`src/rtl/mat_pkg.sv`:
```
// Shared widths, element/result types and row-major index constants for the 2x2 multiplier.
package mat_pkg;

    localparam int unsigned DW = 8;
    localparam int unsigned PW = 2 * DW;
    localparam int unsigned RW = 2 * DW + 1;

    localparam logic [1:0] IDX_00 = 2'd0;
    localparam logic [1:0] IDX_01 = 2'd1;
    localparam logic [1:0] IDX_10 = 2'd2;
    localparam logic [1:0] IDX_11 = 2'd3;

    typedef logic [DW-1:0] elem_t;
    typedef logic [PW-1:0] prod_t;
    typedef logic [RW-1:0] res_t;

    // One operand set as presented by the memory read stages, row-major.
    typedef struct packed {
        elem_t [3:0] a;
        elem_t [3:0] b;
    } operands_t;

    typedef struct packed {
        res_t [3:0] c;
    } results_t;

endpackage

```
`src/rtl/mat2x2_mul_pipe_dot2.sv`:
```
// Two-term dot product x0*y0 + x1*y1: registered products, then registered sum.
module dot2_pipe
    import mat_pkg::*;
(
    input  logic  clk,
    input  logic  rst,
    input  logic  ld_prod,
    input  logic  ld_sum,
    input  elem_t x0,
    input  elem_t y0,
    input  elem_t x1,
    input  elem_t y1,
    output res_t  sum
);

    prod_t p0_q, p0_d;
    prod_t p1_q, p1_d;
    res_t  sum_q, sum_d;

    always_comb begin
        p0_d  = p0_q;
        p1_d  = p1_q;
        sum_d = sum_q;
        if (ld_prod) begin
            p0_d = PW'(x0) * PW'(y0);
            p1_d = PW'(x1) * PW'(y1);
        end
        // Sum uses the products registered before this edge.
        if (ld_sum) begin
            sum_d = RW'(p0_q) + RW'(p1_q);
        end
    end

    always_ff @(posedge clk or negedge rst) begin
        if (!rst) begin
            p0_q  <= '0;
            p1_q  <= '0;
            sum_q <= '0;
        end else begin
            p0_q  <= p0_d;
            p1_q  <= p1_d;
            sum_q <= sum_d;
        end
    end

    assign sum = sum_q;

endmodule

```
`src/rtl/mat2x2_mul_pipe.sv`:
```
// Three-stage pipelined 2x2 unsigned matrix multiply C = A x B with valid/ready on both sides.
module mat2x2_mul_pipe
    import mat_pkg::*;
#(
    parameter int unsigned CNTW = 16
) (
    input  logic            clk,
    input  logic            rst,
    input  logic            in_valid,
    output logic            in_ready,
    input  elem_t           a0,
    input  elem_t           a1,
    input  elem_t           a2,
    input  elem_t           a3,
    input  elem_t           b0,
    input  elem_t           b1,
    input  elem_t           b2,
    input  elem_t           b3,
    output logic            out_valid,
    input  logic            out_ready,
    output res_t            c0,
    output res_t            c1,
    output res_t            c2,
    output res_t            c3,
    output logic [CNTW-1:0] result_count
);

    logic            s1_v_q, s1_v_d;
    logic            s2_v_q, s2_v_d;
    logic            s3_v_q, s3_v_d;
    operands_t       ops_q, ops_d;
    logic [CNTW-1:0] result_count_q, result_count_d;
    logic            adv1_c, adv2_c, adv3_c, out_fire_c;

    // Per-stage advance: a stage loads when it has room or its occupant moves on this edge.
    always_comb begin
        adv3_c     = s2_v_q && (!s3_v_q || out_ready);
        adv2_c     = s1_v_q && (!s2_v_q || adv3_c);
        in_ready   = !s1_v_q || adv2_c;
        adv1_c     = in_valid && in_ready;
        out_fire_c = s3_v_q && out_ready;

        s1_v_d = adv1_c ? 1'b1 : (adv2_c ? 1'b0 : s1_v_q);
        s2_v_d = adv2_c ? 1'b1 : (adv3_c ? 1'b0 : s2_v_q);
        s3_v_d = adv3_c ? 1'b1 : (out_fire_c ? 1'b0 : s3_v_q);

        ops_d = ops_q;
        if (adv1_c) begin
            ops_d.a[IDX_00] = a0;
            ops_d.a[IDX_01] = a1;
            ops_d.a[IDX_10] = a2;
            ops_d.a[IDX_11] = a3;
            ops_d.b[IDX_00] = b0;
            ops_d.b[IDX_01] = b1;
            ops_d.b[IDX_10] = b2;
            ops_d.b[IDX_11] = b3;
        end

        result_count_d = result_count_q + CNTW'(out_fire_c);
    end

    always_ff @(posedge clk or negedge rst) begin
        if (!rst) begin
            s1_v_q         <= 1'b0;
            s2_v_q         <= 1'b0;
            s3_v_q         <= 1'b0;
            ops_q          <= '0;
            result_count_q <= '0;
        end else begin
            s1_v_q         <= s1_v_d;
            s2_v_q         <= s2_v_d;
            s3_v_q         <= s3_v_d;
            ops_q          <= ops_d;
            result_count_q <= result_count_d;
        end
    end

    // c[i][j] = a[i][0]*b[0][j] + a[i][1]*b[1][j]
    dot2_pipe u_dot_00 (
        .clk(clk), .rst(rst), .ld_prod(adv2_c), .ld_sum(adv3_c),
        .x0(ops_q.a[IDX_00]), .y0(ops_q.b[IDX_00]),
        .x1(ops_q.a[IDX_01]), .y1(ops_q.b[IDX_10]),
        .sum(c0)
    );

    dot2_pipe u_dot_01 (
        .clk(clk), .rst(rst), .ld_prod(adv2_c), .ld_sum(adv3_c),
        .x0(ops_q.a[IDX_00]), .y0(ops_q.b[IDX_01]),
        .x1(ops_q.a[IDX_01]), .y1(ops_q.b[IDX_11]),
        .sum(c1)
    );

    dot2_pipe u_dot_10 (
        .clk(clk), .rst(rst), .ld_prod(adv2_c), .ld_sum(adv3_c),
        .x0(ops_q.a[IDX_10]), .y0(ops_q.b[IDX_00]),
        .x1(ops_q.a[IDX_11]), .y1(ops_q.b[IDX_10]),
        .sum(c2)
    );

    dot2_pipe u_dot_11 (
        .clk(clk), .rst(rst), .ld_prod(adv2_c), .ld_sum(adv3_c),
        .x0(ops_q.a[IDX_10]), .y0(ops_q.b[IDX_01]),
        .x1(ops_q.a[IDX_11]), .y1(ops_q.b[IDX_11]),
        .sum(c3)
    );

    assign out_valid    = s3_v_q;
    assign result_count = result_count_q;

endmodule
```
`config.mk`:
```
export PLATFORM = sky130hd
export DESIGN_NAME = mat2x2_mul_pipe
export DESIGN_NICKNAME = d
export VERILOG_FILES = /design/src/rtl/mat_pkg.sv /design/src/rtl/mat2x2_mul_pipe_dot2.sv /design/src/rtl/mat2x2_mul_pipe.sv
export SDC_FILE = /design/constraint.sdc
export NUM_CORES = 2
export LEC_CHECK = 0
export CAP_MARGIN = 5
export CORE_ASPECT_RATIO = 0.8
export CORE_MARGIN = 10
export CORE_UTILIZATION = 50
export CTS_CLUSTER_SIZE = 14
export DETAILED_ROUTE_END_ITERATION = 8
export PLACE_DENSITY = 0.78
export REMOVE_ABC_BUFFERS = 1
export SLEW_MARGIN = 0
export SYNTH_ARGS = -nofsm -noshare
export SYNTH_HDL_FRONTEND = slang
export SYNTH_SLANG_ARGS = --single-unit
```
`constraint.sdc`:
```
create_clock -name clk -period 12.22 [get_ports clk]
set_input_delay 1.222 -clock clk [delete_from_list [all_inputs] [get_ports clk]]
set_output_delay 1.222 -clock clk [all_outputs]
set_load 0.05 [all_outputs]
```
==> flow_metrics.py <==
metrics = {
    "outcome": {
        "run_status": "finished clean",
    },
    "cells_and_area": {
        "share_of_cells_above_drive_strength_1": 0.0504,
        "layout-area-overhead-vs-synth_pct": 11.5,
        "nFillCells": 5043,
        "n_antenna_cell": 0,
        "multi_input_comb_area_sq_mm": 0.0205,
        "design.final.nets": 3984,
        "seqCellArea_sq_mm": 0.00698,
        "final-instance-count-excl-fill": 4064,
    },
    "global_route": {
        "globalRouteTotalUtil": 0.203,
        "globalRouteOverflowTotal": 0,
        "wire_length_of_the_first_global_routing_pass_um": 116000,
        "grt_antenna_before_repair": 0,
        "largest_net_degree_at_the_start_of_global_routing": 96,
        "grt_pass1_vias": 21700,
    },
    "worst_setup_path": {
        "slowest_stage_cell_on_the_critical_path": "sky130_fd_sc_hd__dfrtp_1",
        "slowest_delay_ps": 570,
        "timing.critical_path.arrival_ps": 5170,
        "critical_path.max_fanout": 17,
        "depth_of_the_worst_register_to_register_path": 15,
        "criticalPathCategory": "flop to flop",
        "timing.critical_path.required_ps": 12640,
        "timing.critical_path.cells": "and2_1 -> fa_1 -> fa_1 -> fa_1 -> inv_1 -> fa_1 -> inv_1 -> ha_1 -> or4_1 -> a311oi_2 -> o31ai_1 -> a21oi_2 -> a22oi_1 -> xnor2_1 -> o21ai_1",
        "cp-start-kind": "flop",
        "crit_path_end_kind": "flop",
        "critPathMostFrequentCell": "sky130_fd_sc_hd__fa_1",
    },
    "logic_synthesis": {
        "async_flop_share": 1.00,
        "synth_instances": 3184,
        "netlist-cell-type-count": 66,
        "synth-seq-cells": 279,
        "largest_cells_by_area_after_synthesis": "sky130_fd_sc_hd__dfrtp_1, sky130_fd_sc_hd__fa_1, sky130_fd_sc_hd__ha_1",
        "yosysSeqAreaShare": 0.236,
        "ys_dominant_reg_cell": "sky130_fd_sc_hd__dfrtp_1",
        "synth.avg_cell_area_sq_um": 9.27,
        "synth_top_area_cell": "sky130_fd_sc_hd__dfrtp_1",
        "synth_top_cell_area_share": 0.236,
        "netlist_area_sq_mm": 0.0295,
        "synth.yosys.warnings": 0,
        "synth-edff-count": 0,
    },
    "placed_design": {
        "placed_cells": 4001,
        "port_buffers": 153,
        "place_hpwl_um": 53400,
        "gpl.final_weighted_congestion": 0.876,
    },
    "clock_network": {
        "tritoncts_num_sinks": 279,
        "cts_tree": "done",
        "clock_latency_ps": 570,
        "cts_root_buf": "sky130_fd_sc_hd__clkbuf_16",
        "cts_resized": 0,
        "cts.reportedPaths.clkPinSlew_ps": 60,
        "post_cts.repair.setup_buffers": 0,
        "cts_buffers": 36,
        "cts_hold_buffers": 0,
        "h-tree-depth": 2,
        "cts.path.max_buffers": 3,
    },
    "min_path": {
        "timing.hold.worst_path_depth": 1,
        "holdCritPathClass": "flop to flop",
    },
    "timing": {
        "fin_crit_sh": 0.389,
        "setup_repair_after_global_routing_missed_its_margin": "no",
        "max_freq_mhz": 210,
        "final_hold_viol_count": 0,
        "final-max-slew-violation-count": 0,
        "finalSetupViolations": 0,
        "worst_slew_pin_slew_ps": 940,
        "relSlewSlack": 0.373,
        "period_needed_ps": 4750,
        "finClkSkew_ps": 29.9,
        "setup-tns-final_ps": 0,
    },
    "drt": {
        "drt-initial-drc-count": 1105,
        "wl_per_cell_um": 17.0,
        "remaining_drc_errors": 0,
        "via_count": 21300,
        "antenna_left": 0,
        "via_per_inst": 5.25,
        "routed_wl_um": 68900,
        "drt_pass1_iterations": 5,
    },
    "floorplan": {
        "floorplan.die.width_um": 292,
        "core.rowCount": 79,
        "core_area_sq_mm": 0.0583,
        "floorplan.io_pins": 154,
        "initial_core_util": 0.506,
        "floorplan.die_area_sq_mm": 0.0692,
        "chipHeight_um": 237,
    },
    "job": {
        "cap_viol_max_count": 0,
    },
}
## cell families (layout without fill, tap and decap cells)
logic type | Yosys count | after routing | synth area share
flops | 279 | 279 | 0.236
compound gates | 518 | 518 | 0.108
buf+inv | 550 | 661 | 0.0700
xor+xnor | 134 | 134 | 0.0398
mux | 75 | 75 | 0.0285
fa+ha+maj | 646 | 646 | 0.348
simple gates | 982 | 982 | 0.169
## layer usage
| layer | global-route usage | vias up | routed length [um] |
|---|---|---|---|
| li1 | - | 10500 | - |
| met1 | 0.281 | 10200 | 31700 |
| met2 | 0.316 | 542 | 31100 |
| met3 | 0.0383 | 92 | 3990 |
| met4 | 0.0644 | 0 | 2080 |
| met5 | 0 | - | 0 |
## final timing paths
check	start	end	slack, ps
worst max-delay path	ops_q[47]	u_dot_00.p1_q[14]	7470
worst min-delay path	result_count[15]	result_count[15]	470
worst max register to register	ops_q[47]	u_dot_00.p1_q[14]	7470
worst min register to register	result_count[15]	result_count[15]	470
max in group asynchronous	rst	u_dot_10.p0_q[9]	10130
min in group asynchronous	rst	result_count[11]	630
## synth_stat cells (3+ instances only)
cell / instances
sky130_fd_sc_hd__xnor2_1: 62
sky130_fd_sc_hd__inv_1: 437
sky130_fd_sc_hd__o221a_2: 3
sky130_fd_sc_hd__o21ai_1: 6
sky130_fd_sc_hd__mux2_2: 73
sky130_fd_sc_hd__or4_1: 3
sky130_fd_sc_hd__o21ai_0: 226
sky130_fd_sc_hd__ha_1: 354
sky130_fd_sc_hd__o31ai_1: 22
sky130_fd_sc_hd__o21bai_1: 8
sky130_fd_sc_hd__a21o_1: 40
sky130_fd_sc_hd__nor2_1: 68
sky130_fd_sc_hd__a311o_1: 3
sky130_fd_sc_hd__nand2_1: 376
sky130_fd_sc_hd__nor4_1: 4
sky130_fd_sc_hd__a211oi_1: 21
sky130_fd_sc_hd__o21a_1: 26
sky130_fd_sc_hd__o221ai_1: 3
sky130_fd_sc_hd__nor3_1: 20
sky130_fd_sc_hd__and2_1: 416
sky130_fd_sc_hd__o41ai_1: 3
sky130_fd_sc_hd__a21boi_0: 7
sky130_fd_sc_hd__o211ai_1: 8
sky130_fd_sc_hd__buf_1: 5
sky130_fd_sc_hd__nor2b_1: 16
sky130_fd_sc_hd__a31oi_1: 9
sky130_fd_sc_hd__a221oi_1: 3
sky130_fd_sc_hd__a21oi_1: 97
sky130_fd_sc_hd__and3_1: 3
sky130_fd_sc_hd__dfrtp_1: 279
sky130_fd_sc_hd__or3_1: 10
sky130_fd_sc_hd__nand3_1: 25
sky130_fd_sc_hd__clkbuf_1: 107
sky130_fd_sc_hd__o31a_1: 4
sky130_fd_sc_hd__xor2_1: 72
sky130_fd_sc_hd__fa_1: 292
sky130_fd_sc_hd__nand2b_1: 25
sky130_fd_sc_hd__nand4_1: 10
## flip-flops by register name, summed over array words and instances, names as in the netlist
signal	flops
u_dot_11.p1_q	16
u_dot_00.sum	17
u_dot_10.sum	17
u_dot_00.p0_q	16
out_valid	1
result_count	16
ops_q	64
u_dot_00.p1_q	16
u_dot_01.p0_q	16
s1_v_q	1
u_dot_10.p0_q	16
u_dot_01.sum	17
u_dot_10.p1_q	16
u_dot_11.sum	17
u_dot_11.p0_q	16
s2_v_q	1
u_dot_01.p1_q	16
## critical path: cells and delay by family (launching register included)
kind / cells / cell delay, ps
simple gates: 2 / 790
flops: 1 / 570
fa+ha+maj: 5 / 2240
compound gates: 5 / 720
buf+inv: 2 / 120
xor+xnor: 1 / 150
## placed cells by master (no fill, tap or decap), types with 16 or more instances in the layout
master                            Yosys  final
sky130_fd_sc_hd__fa_1               292    292
sky130_fd_sc_hd__o31ai_1             22     22
sky130_fd_sc_hd__nor3_1              20     20
sky130_fd_sc_hd__nand2b_1            25     25
sky130_fd_sc_hd__xor2_1              72     72
sky130_fd_sc_hd__a211oi_1            21     21
sky130_fd_sc_hd__dfrtp_1            279    279
sky130_fd_sc_hd__o21ai_0            226    226
sky130_fd_sc_hd__nand2_1            376    373
sky130_fd_sc_hd__xnor2_1             62     62
sky130_fd_sc_hd__clkbuf_16            0     36
sky130_fd_sc_hd__and2_1             416    415
sky130_fd_sc_hd__inv_1              437    437
sky130_fd_sc_hd__a21o_1              40     40
sky130_fd_sc_hd__nand3_1             25     25
sky130_fd_sc_hd__clkdlybuf4s50_1      0    152
sky130_fd_sc_hd__mux2_2              73     73
sky130_fd_sc_hd__ha_1               354    354
sky130_fd_sc_hd__nor2_1              68     68
sky130_fd_sc_hd__nor2b_1             16     16
sky130_fd_sc_hd__a21oi_1             97     97
sky130_fd_sc_hd__o21a_1              26     26
## metrics by stage
| step | hold slack [ps] | instance area (sq um) | worst slack, ps | utilization |
|---|---|---|---|---|
| after floorplan | 443 | 29100 | 7320 | - |
| after detailed placement | 467 | 31700 | 7510 | 0.543 |
| after global routing | 500 | 32900 | 7130 | 0.564 |
| after global placement | 455 | 31700 | 7570 | 0.543 |
| final | 472 | 32900 | 7470 | 0.564 |
| after CTS | 479 | 32900 | 7510 | 0.564 |
## area by class of cell
class	count	share of cell area
Clock inverter	20	0.00832
Tap cell	769	0.0292
Clock buffer	43	0.0294
Timing Repair Buffer	161	0.0485
Inverter	437	0.0498
Sequential cell	279	0.212
Multi-Input combinational cell	2355	0.623
Power is not shown: default switching activity piles up to over one toggle a cycle in this logic, so the estimate is an artifact.
